$ cat src/rtl/pcf8591_scan.sv
// pcf8591_scan: scans PCF8591 AIN0..CH_NUM-1 via the I2C driver, averages samples per channel and converts to mV.
// Ports:
//   i_clk, i_rst          driver clock (dri_clk), synchronous active-high reset
//   i_enable              scanning runs while high
//   i_dac_en, i_dac_val   DAC enable bit and code, latched at each channel's write
//   o_i2c_exec            one-cycle operation trigger to the I2C driver
//   o_i2c_rh_wl           1 = read, 0 = write
//   o_i2c_addr            control byte in [7:0], upper byte zero
//   o_i2c_data_w          DAC byte for writes
//   i_i2c_data_r          read data, valid with i_i2c_done
//   i_i2c_done            one-cycle operation-complete pulse
//   o_ch_data             averaged code per channel, channel k at [8k+7:8k]
//   o_smp_valid, o_smp_ch pulse and channel index for each stored result
//   o_num                 mV value of the last stored result
//   o_scan_done           pulse after the last channel of a pass
//   o_err                 sticky I2C timeout flag
module pcf8591_scan #(
    parameter int CH_NUM      = 4,
    parameter int AVG_LOG2    = 2,
    parameter int VREF_MV     = 3300,
    parameter int GAP_CYC     = 16,
    parameter int TIMEOUT_CYC = 100000
) (
    input  logic                  i_clk,
    input  logic                  i_rst,
    input  logic                  i_enable,
    input  logic                  i_dac_en,
    input  logic [7:0]            i_dac_val,
    output logic                  o_i2c_exec,
    output logic                  o_i2c_rh_wl,
    output logic [15:0]           o_i2c_addr,
    output logic [7:0]            o_i2c_data_w,
    input  logic [7:0]            i_i2c_data_r,
    input  logic                  i_i2c_done,
    output logic [CH_NUM*8-1:0]   o_ch_data,
    output logic                  o_smp_valid,
    output logic [1:0]            o_smp_ch,
    output logic [19:0]           o_num,
    output logic                  o_scan_done,
    output logic                  o_err
);
    typedef enum logic [2:0] {IDLE, GAP, EXEC, WAIT, STORE, NEXT} state_t;
    localparam logic [1:0] PH_WR = 2'd0, PH_DUM = 2'd1, PH_RD = 2'd2;
    localparam int AW = 8 + AVG_LOG2;
    state_t          r_state, w_next;
    logic [1:0]      r_ch, r_phase;
    logic [4:0]      r_rd_cnt;
    logic [31:0]     r_gap_cnt, r_to_cnt;
    logic [AW-1:0]   r_acc;
    logic [7:0]      r_addr, r_data_w;
    logic            r_rh_wl;
    logic [CH_NUM*8-1:0] r_ch_data;
    logic            r_smp_valid, r_scan_done, r_err;
    logic [1:0]      r_smp_ch;
    logic [19:0]     r_num;
    logic            w_done, w_to, w_last, w_gap_end, w_wrap;
    logic [7:0]      w_avg;
    logic [27:0]     w_prod;
    assign w_done    = r_state == WAIT && i_i2c_done;
    // done wins over a timeout terminal count in the same cycle
    assign w_to      = r_state == WAIT && !i_i2c_done && r_to_cnt == 32'(TIMEOUT_CYC - 1);
    assign w_last    = r_phase == PH_RD && r_rd_cnt == 5'((1 << AVG_LOG2) - 1);
    assign w_gap_end = r_gap_cnt == 32'(GAP_CYC - 1);
    assign w_wrap    = r_ch == 2'(CH_NUM - 1);
    assign w_avg     = 8'(r_acc >> AVG_LOG2);
    assign w_prod    = 28'(w_avg) * 28'(VREF_MV);
    always_comb begin
        w_next = r_state;
        case (r_state)
            IDLE:    w_next = i_enable ? GAP : IDLE;
            GAP:     w_next = !i_enable ? IDLE : (w_gap_end ? EXEC : GAP);
            EXEC:    w_next = WAIT;
            WAIT:    w_next = w_done ? (!i_enable ? IDLE : (w_last ? STORE : GAP)) : (w_to ? NEXT : WAIT);
            STORE:   w_next = NEXT;
            NEXT:    w_next = i_enable ? GAP : IDLE;
            default: w_next = IDLE;
        endcase
    end
    always_ff @(posedge i_clk)
        if (i_rst) r_state <= IDLE;
        else       r_state <= w_next;
    always_ff @(posedge i_clk) begin
        if (i_rst) begin
            r_ch        <= '0;
            r_phase     <= PH_WR;
            r_rd_cnt    <= '0;
            r_gap_cnt   <= '0;
            r_to_cnt    <= '0;
            r_acc       <= '0;
            r_addr      <= '0;
            r_data_w    <= '0;
            r_rh_wl     <= 1'b0;
            r_ch_data   <= '0;
            r_smp_valid <= 1'b0;
            r_smp_ch    <= '0;
            r_num       <= '0;
            r_scan_done <= 1'b0;
            r_err       <= 1'b0;
        end else begin
            r_smp_valid <= 1'b0;
            r_scan_done <= 1'b0;
            r_gap_cnt   <= r_state == GAP ? r_gap_cnt + 32'd1 : '0;
            r_to_cnt    <= r_state == WAIT ? r_to_cnt + 32'd1 : '0;
            // operation fields are set on entry to EXEC and held until the next one
            if (r_state == GAP && w_next == EXEC) begin
                r_rh_wl <= r_phase != PH_WR;
                if (r_phase == PH_WR) begin
                    r_addr   <= {1'b0, i_dac_en, 4'b0000, r_ch};
                    r_data_w <= i_dac_val;
                    r_acc    <= '0;
                end
            end
            if (w_done) begin
                r_phase  <= r_phase == PH_WR ? PH_DUM : PH_RD;
                r_rd_cnt <= r_phase == PH_RD ? r_rd_cnt + 5'd1 : '0;
                if (r_phase == PH_RD) r_acc <= r_acc + AW'(i_i2c_data_r);
            end
            if (w_to) r_err <= 1'b1;
            if (r_state == STORE) begin
                r_ch_data[{r_ch, 3'b000} +: 8] <= w_avg;
                r_num       <= w_prod[27:8];
                r_smp_valid <= 1'b1;
                r_smp_ch    <= r_ch;
            end
            if (r_state == NEXT) begin
                r_ch        <= w_wrap ? 2'd0 : r_ch + 2'd1;
                r_scan_done <= w_wrap;
                r_phase     <= PH_WR;
            end
            // a visit interrupted by disable restarts from its write
            if (r_state == IDLE) begin
                r_phase  <= PH_WR;
                r_rd_cnt <= '0;
            end
        end
    end
    assign o_i2c_exec   = r_state == EXEC;
    assign o_i2c_rh_wl  = r_rh_wl;
    assign o_i2c_addr   = {8'h00, r_addr};
    assign o_i2c_data_w = r_data_w;
    assign o_ch_data    = r_ch_data;
    assign o_smp_valid  = r_smp_valid;
    assign o_smp_ch     = r_smp_ch;
    assign o_num        = r_num;
    assign o_scan_done  = r_scan_done;
    assign o_err        = r_err;
endmodule

$ cat config.mk
export PLATFORM = sky130hd
export DESIGN_NAME = pcf8591_scan
export DESIGN_NICKNAME = d
export VERILOG_FILES = /design/src/rtl/pcf8591_scan.sv
export SDC_FILE = /design/constraint.sdc
export NUM_CORES = 1
export LEC_CHECK = 0
export ABC_AREA = 1
export CORE_MARGIN = 4
export CORE_UTILIZATION = 60
export CTS_CLUSTER_DIAMETER = 120
export DETAILED_ROUTE_END_ITERATION = 10
export GPL_TIMING_DRIVEN = 0
export PLACE_DENSITY = 0.84
export SYNTH_ARGS = -nofsm -noshare
export SYNTH_HDL_FRONTEND = slang
export SYNTH_SLANG_ARGS = --single-unit
export TNS_END_PERCENT = 10
$ cat constraint.sdc
create_clock -name i_clk -period 8.39 [get_ports i_clk]
set_input_delay 1.2585 -clock i_clk [delete_from_list [all_inputs] [get_ports i_clk]]
set_output_delay 1.2585 -clock i_clk [all_outputs]
set_load 0.005 [all_outputs]
==> results.toml, run 1 <==
[clock_network]
h-tree-depth = 4
post_cts_buffers = 0
cts_buffer_depth = 2
ctsResizeCount = 0
clock_latency_ns = 0.44
cts_num_sinks = 147
cts_tree = "built"
clockRootBuffer = "clkbuf_16"
hold_buffers = 0
clk_pin_slew_ns = 0.06
numCtsBuffers = 17

[global_route]
grt_pass1_vias = 8089
antenna_found_initial = 0
grt_use_total_pct = 27.72
grt_max_degree = 17
grt-ovfl-total = 0
grt_pass1_wl_um = 37340

[synthesis]
ys_ff_latch = 147
avgSynthCellArea_um2 = 7.039
synth_flop_cell = "dfxtp_1"
synthDistinctLibCells = 49
synth_area_um2 = 8841
synth_area_leader_cell = "dfxtp_1"
synthTopCellsByCount = "nand2_1, inv_1, nor2_1"
synth-edff-count = 0
synthArstFlopShare_pct = 0
yosys-top-cells-area = "dfxtp_1, nand2_1, ha_1"
synth.yosys.warnings = 0
synth.most_common_cell = "nand2_1"
ys_seq_area_share_pct = 33.29
synthCells = 1256
synth.top_cell.area_share_pct = 33.29

[floorplan]
die_h_um = 129.4
rows = 44
die_area_um2 = 16740
initial_core_util_pct = 61.06
core_area_um2 = 14480
die_w_um = 129.4
top_level_ports = 104

[detailed_routing]
dr.first_iter.drc_count = 662
vias_per_cell = 5.383
post_drt_wl_per_cell_um = 14.18
vias = 8467
firstDrtPassIters = 5
drc = 0
totalWireLength_um = 22300
ant_nets = 0

[critical_path]
crit_buf_inv = 6
path_delay_family = "adder cells"
crit_type = "reg2reg"
crit_top_cell = "inv_1"
critPathCaptureType = "flop"
critPathSlowestCell = "fa_1"
r2r_start = "r_acc[7]"
crit_path_start = "r_acc[7]"
path_cells = "fa_1 > inv_1 > fa_1 > inv_1 > fa_1 > inv_1 > fa_1 > inv_1 > ha_1 > a21oi_1 > o21ai_0 > inv_1 > nand2_1 > nand2_1 > nand3_1 > o211ai_1 > inv_1"
ff2ff_path_depth = 17
worstPathMaxFanout = 10
required_ns = 8.71
cpPeakStageDelay_ns = 0.60
worst_setup_path_start_kind = "flop"
crit_arrival_ns = 4.39
crit_cells = 17

[pwr]
vdd_drop_max_v = 0.0001442
p_leak_nw = 4.406
powerDensity_nw_per_um2 = 141.6

[place]
place_hpwl_um = 16960
globalplace.congestion = 0.9298
placed_cell_area_um2 = 9957
portBuffers = 81

[timing]
period_needed_ns = 4.067
final.period_utilization_pct = 48.48
maxSlewViolCount = 0
slew_headroom_pct = 36.43
fin_setup_tns_ns = 0
finalSetupViolCount = 0
tightest_slew_ns = 0.9515
final-hold-violation-count = 0
rsz0062_at_grt = "false"
fmax_mhz = 245.9
clock_skew_ns = 0.009061

[final_layout]
final_util_pct = 72.69
post_route_cells_drive_above_1_share_pct = 7.703
fill_cells = 1175
antenna_cells = 0
nNetsFinal = 1470
final_area_um2 = 10530
area_delta_synth_final_pct = 19.05

[flow_run]
cap_violations = 0

[hold_path]
holdPathStages = 1
hp-class = "reg2reg"
min_from = "r_rd_cnt[3]"

[outcome]
status = "complete, no violations"
==> placed cells by master (no fill, tap or decap), drive strengths merged, types with 31 or more instances in the layout <==
cell type      instances
clkbuf                31
clkdlybuf4s50         81
nand4                 36
ha                    55
a21oi                125
nor2                 165
nand2                256
nand3                 86
o21ai                 54
dfxtp                147
buf                   33
inv                  179
nor3                  34
==> worst paths after layout <==
path,slack [ns],to
worst max-delay path,4.32,o_num[7]
worst min-delay path,0.45,r_rd_cnt[3]
worst max register to register,4.32,o_num[7]
worst min register to register,0.45,r_rd_cnt[3]
==> where the power goes <==
part / switching, mW / internal (mW) / leakage (nW)
registers: 0.000834 / 0.699 / 1.18
logic: 0.0230 / 0.0193 / 2.95
clock network: 0.309 / 0.439 / 0.268
==> per-layer routing <==
metal  wire length [um]  GRT usage (%)
met1               9801          35.68
met2              10450          45.58
met4                512          9.389
met3               1544          7.049
met5                  0              0
==> worst reg2reg max path: cells and delay by family (launching register included) <==
kind | cells | cell delay [ns]
fa+ha+maj | 5 | 2.46
buf+inv | 6 | 0.34
simple gates | 3 | 0.17
compound gates | 3 | 0.51
flops | 1 | 0.47
==> sequential cells by signal, summed over array words and instances (netlist names) <==
signal and count:
o_ch_data 32, r_gap_cnt 32, r_to_cnt 32, o_num 12, r_acc 10, o_i2c_data_w 8
r_rd_cnt 5, r_addr 3, r_state 3, o_smp_ch 2, r_ch 2, r_phase 2
o_err 1, o_i2c_rh_wl 1, o_scan_done 1, o_smp_valid 1
==> through the flow <==
| stage | cells | setup slack, ns | hold WS (ns) | power, mW |
|---|---|---|---|---|
| 2_1_floorplan | 1276 | 4.680 | 0.4217 | 0.7402 |
| 3_3_place_gp | 1541 | 4.369 | 0.4343 | 0.7556 |
| 3_5_place_dp | 1541 | 4.349 | 0.4389 | 0.7562 |
| 4_1_cts | 1573 | 4.308 | 0.4478 | 1.498 |
| 5_1_grt | 1573 | 4.063 | 0.4751 | 1.531 |
| 6_report | 1573 | 4.323 | 0.4493 | 1.491 |
==> cell type report <==
type	instances	area (um2)	share of cell area [%]
Timing Repair Buffer	81	810.8	7.703
Inverter	177	664.4	6.312
Clock inverter	11	127.6	1.213
Tap cell	184	230.2	2.187
Multi-Input combinational cell	909	5030	47.79
Buffer	43	279.0	2.651
Sequential cell	147	2943	27.96
Clock buffer	21	440.4	4.184
==> cell families after synthesis <==
kind of cell	count (synthesis)	synth area share, %
adder cells (fa/ha/maj)	73	11.86
buffers and inverters	220	10.67
flip-flops	147	33.29
AND/OR/NAND/NOR	603	31.05
AO/OA/AOI/OAI	201	12.00
XOR/XNOR	11	1.090
other	1	0.04242
Power figures use the tool's default switching activity.
==> run 2, diff against run 1 <==
CORE_UTILIZATION = 57   (was 60)
PLACE_DENSITY = 0.8   (was 0.84)
clock period = 4.1 ns   (was 8.39 ns; I/O delays follow)
==> run 2 against run 1 <==
Clock power is 110% higher. Global-route usage is 2.2 points lower. Critical path depth stayed put. Combinational power is 100% higher. First-iteration DRC count is 3.3% higher. Critical path type unchanged. Routed wire length is 1.3% higher. Worst hold slack better by 0.0087 ns. Non-clock buffer count stayed put. Fmax is 4.2% higher. Clock skew is 0.0031 ns lower. Die area is 4.9% higher.
==> results.toml, run 2 (synthesized netlist as in run 1, its figures left out) <==
[outcome]
status = "complete, no violations"

[timing]
rsz0062_at_grt = "false"
fin_ws_ns = 0.1966
fin_setup_tns_ns = 0
final.period_utilization_pct = 95.20
tightest_slew_ns = 1.025
finalSetupViolCount = 0
clock_skew_ns = 0.005961
period_needed_ns = 3.903
maxSlewViolCount = 0
final-hold-violation-count = 0
holdWs_ns = 0.4580
slew_headroom_pct = 31.50
fmax_mhz = 256.2

[global_route]
grt_pass1_vias = 7791
grt_use_total_pct = 25.53
grt_pass1_wl_um = 36980
grt-ovfl-total = 0
grt_max_degree = 17
antenna_found_initial = 0

[critical_path]
critPathSlowestCell = "fa_1"
r2r_slack_ns = 0.20
critPathCaptureType = "flop"
path_cells = "fa_1 > inv_1 > fa_1 > inv_1 > fa_1 > inv_1 > fa_1 > inv_1 > ha_2 > a21oi_2 > o21ai_0 > inv_1 > nand2_1 > nand2_1 > nand3_1 > o211ai_1 > inv_1"
crit_type = "reg2reg"
worstPathMaxFanout = 10
crit_arrival_ns = 4.27
worst_setup_path_start_kind = "flop"
crit_top_cell = "inv_1"
required_ns = 4.47
cpPeakStageDelay_ns = 0.55

[pwr]
vdd_drop_max_v = 0.0003232
design_power_total_mw = 3.058
powerDensity_nw_per_um2 = 289.7
p_leak_nw = 4.421

[clock_network]
hold_buffers = 0
cts_buffer_depth = 2
ctsResizeCount = 1
cts_num_sinks = 147
h-tree-depth = 4
clockRootBuffer = "clkbuf_16"
cts_tree = "built"
clock_latency_ns = 0.43
numCtsBuffers = 17
post_cts_buffers = 0
clk_pin_slew_ns = 0.06

[place]
dp_slack_ns = 0.02595
placed_cells = 1545
globalplace.congestion = 0.8943
placed_cell_area_um2 = 9962
portBuffers = 81
place_hpwl_um = 16840

[detailed_routing]
drc = 0
ant_nets = 0
post_drt_wl_per_cell_um = 14.33
highest_layer = "met4"
m1WireLength_um = 10080
totalWireLength_um = 22600
firstDrtPassIters = 8
dr.first_iter.drc_count = 684
dr_wl_met2_um = 10610
vias_per_cell = 5.398
vias = 8513
wl_met3_um = 1459

[final_layout]
final_util_pct = 69.44
fill_cells = 1299
final_cell_mix = "nand2_1, inv_1, nor2_1"
final_area_um2 = 10560
post_route_cells_drive_above_1_share_pct = 8.495
multi_input_area_um2 = 5036
nNetsFinal = 1470
antenna_cells = 0
ff_latch_area_um2 = 2953
mostFrequentLayoutCell = "nand2_1"
instances_no_fill = 1577
area_delta_synth_final_pct = 19.40

[floorplan]
top_level_ports = 104
initial_core_util_pct = 58.16
die_w_um = 132.5
die_area_um2 = 17570
rows = 45
core_area_um2 = 15200
die_h_um = 132.5

[hold_path]
hp-class = "reg2reg"

[flow_run]
cap_violations = 0
## run 2: worst paths after layout
| kind | from | to | cells after the start |
|---|---|---|---|
| setup / recovery | r_acc[7] | o_num[7] | 17 |
| hold / removal | r_to_cnt[0] | r_to_cnt[0] | 1 |
| setup reg to reg | r_acc[7] | o_num[7] | 17 |
| hold reg to reg | r_to_cnt[0] | r_to_cnt[0] | 1 |
## run 2: power by group
part	switching (mW)	total (mW)	internal, mW
Clock	0.631	1.54	0.910
Combinational	0.0469	0.0867	0.0398
Sequential	0.00167	1.43	1.43
## run 2: critical path: cells and delay by family, from the launching register on
family,cells,cell delay [ns]
AND/OR/NAND/NOR,3,0.20
buffers and inverters,6,0.37
adder cells (fa/ha/maj),5,2.44
flip-flops,1,0.41
AO/OA/AOI/OAI,3,0.41
## run 2: final cells by class
class                   count  share of cell area, %
clock buffers              19                  4.196
plain buffers              43                  2.643
multi-input cells         909                  47.71
flip-flops and latches    147                  27.97
inverters                 177                  6.294
well taps                 188                  2.228
repair buffers             81                  7.680
clock inverters            13                  1.280
## run 2: per-layer routing
layer / global-route usage [%] / up-vias
li1: - / 4288
met1: 33.84 / 3889
met2: 41.92 / 292
met3: 5.475 / 44
met4: 7.910 / 0
met5: 0 / -
==> run 3, diff against run 2 <==
GPL_TIMING_DRIVEN = 1   (was 0)
==> run 3 against run 2 <==
Flip-flop and latch count is the same. First-iteration DRC count grew 13%. Worst setup slack gained 0.11 ns. Largest power group unchanged. Highest routed layer unchanged.
==> results.toml, run 3 (synthesized netlist as in run 1, its figures left out) <==
[pwr]
comb_power_share_pct = 2.2
p_int_mw = 2.375
p_leak_nw = 4.306
clockPowerShare_pct = 50.3
vdd_drop_max_v = 0.0002999
pwr-share-seq_pct = 47.5
p_switching_uw = 638.1
powerDensity_nw_per_um2 = 291.2
swShare_pct = 21.18
design_power_total_mw = 3.013

[global_route]
grt-ovfl-total = 0
antenna_found_initial = 0
grt_use_total_pct = 25.25
grt_pass1_vias = 7804
grt_pass1_wl_um = 36910
grt_max_degree = 32

[detailed_routing]
vias_per_cell = 5.418
drc = 0
post_drt_wl_per_cell_um = 14.13
firstDrtPassIters = 5
vias = 8366
dr.first_iter.drc_count = 776
totalWireLength_um = 21820
ant_nets = 0

[place]
placed_cell_area_um2 = 9776
portBuffers = 82
place_hpwl_um = 16500
globalplace.congestion = 0.9417

[critical_path]
crit_buf_inv = 6
critPathCaptureType = "flop"
worstPathMaxFanout = 4
path_cells = "fa_1 > inv_1 > fa_1 > inv_1 > fa_1 > inv_1 > fa_1 > inv_1 > ha_1 > a21oi_2 > o21ai_0 > inv_1 > nand3_1 > nand3_1 > o211ai_1 > inv_1"
worst_setup_path_start_kind = "flop"
crit_top_cell = "inv_1"
crit_arrival_ns = 4.10
crit_type = "reg2reg"
critPathSlowestCell = "fa_1"
cpPeakStageDelay_ns = 0.53
path_delay_family = "adder cells"
required_ns = 4.42

[floorplan]
rows = 45
die_area_um2 = 17570
initial_core_util_pct = 58.16
die_h_um = 132.5
top_level_ports = 104
core_area_um2 = 15200
die_w_um = 132.5

[clock_network]
cts_buffer_depth = 2
clock_latency_ns = 0.43
h-tree-depth = 4
numCtsBuffers = 17
clockRootBuffer = "clkbuf_16"
clk_pin_slew_ns = 0.06
cts_tree = "built"
cts_num_sinks = 147
hold_buffers = 0

[final_layout]
ff_latch_area_um2 = 2943
area_delta_synth_final_pct = 17.03
mostFrequentLayoutCell = "nand2_1"
antenna_cells = 0
final_util_pct = 68.06
final_cell_mix = "nand2_1, inv_1, nor2_1"
fill_cells = 1291
final_area_um2 = 10350
post_route_cells_drive_above_1_share_pct = 6.416
multi_input_area_um2 = 5034
nNetsFinal = 1439

[timing]
slew_headroom_pct = 32.86
fin_setup_tns_ns = 0
finalSetupViolCount = 0
final.period_utilization_pct = 92.40
fmax_mhz = 264.0
maxSlewViolCount = 0
final-hold-violation-count = 0
rsz0062_at_grt = "false"
clock_skew_ns = 0.009861
tightest_slew_ns = 1.006
period_needed_ns = 3.788

[outcome]
status = "complete, no violations"

[hold_path]
hp-class = "reg2reg"

[flow_run]
cap_violations = 0
-- run 3: changes by cell type in the layout (fill, tap and decap cells not counted), moves of 2 or more --
cell | previous run | this run
clkbuf_1 | 11 | 2
dfxtp_1 | 141 | 147
clkinvlp_4 | 2 | 0
buf_4 | 21 | 11
buf_2 | 7 | 0
buf_6 | 4 | 0
dfxtp_2 | 5 | 0
-- run 3: worst paths after layout --
path	start	end	slack, ns	cells past startpoint
min reg2reg	r_rd_cnt[3]	r_rd_cnt[3]	0.45	1
min	r_rd_cnt[3]	r_rd_cnt[3]	0.45	1
max	r_acc[7]	o_num[7]	0.31	16
max reg2reg	r_acc[7]	o_num[7]	0.31	16
-- run 3: per-stage QoR --
stage,setup slack (ns),instances,hold slack [ns]
floorplan,0.3897,1276,0.4217
global placement,0.3124,1514,0.4327
detailed placement,0.2918,1514,0.4433
CTS,0.2786,1544,0.4517
global route,0.03037,1544,0.4733
finish,0.3116,1544,0.4508
-- run 3: power groups by stage --
stage,sequential (mW),clock (mW),combinational (mW)
final,1.43,1.51,0.0674
after detailed placement,1.46,0,0.0661
after global placement,1.46,0,0.0657
after floorplan,1.46,0,0.0521
after global routing,1.43,1.60,0.0744
after CTS,1.43,1.54,0.0665
-- run 3: cell type report --
| type | instances | area share [%] |
|---|---|---|
| clock buffers | 21 | 4.450 |
| clock inverters | 9 | 1.028 |
| inverters | 177 | 6.422 |
| multi-input cells | 909 | 48.65 |
| flip-flops and latches | 147 | 28.44 |
| well taps | 188 | 2.274 |
| repair buffers | 93 | 8.731 |
-- run 3: layer usage --
metal	global-route usage, %	wire length [um]
met4	6.928	352
met2	39.82	9942
met1	34.86	10030
met5	0	0
met3	5.970	1499
-- run 3: worst reg2reg max path: stages (launching register included) --
cell and delay [ns]:
dfxtp_1 0.32, fa_1 0.53, inv_1 0.05, fa_1 0.50, inv_1 0.05, fa_1 0.49
inv_1 0.05, fa_1 0.52, inv_1 0.04, ha_1 0.37, a21oi_2 0.09, o21ai_0 0.24
inv_1 0.09, nand3_1 0.09, nand3_1 0.07, o211ai_1 0.10, inv_1 0.05
-- run 3: repair_timing --
| item | 4_1_cts | 5_1_grt |
|---|---|---|
| buffers inserted | 0 | 0 |
| setup endpoints to repair | 0 | 2 |
| gates resized for setup | 0 | 1 |
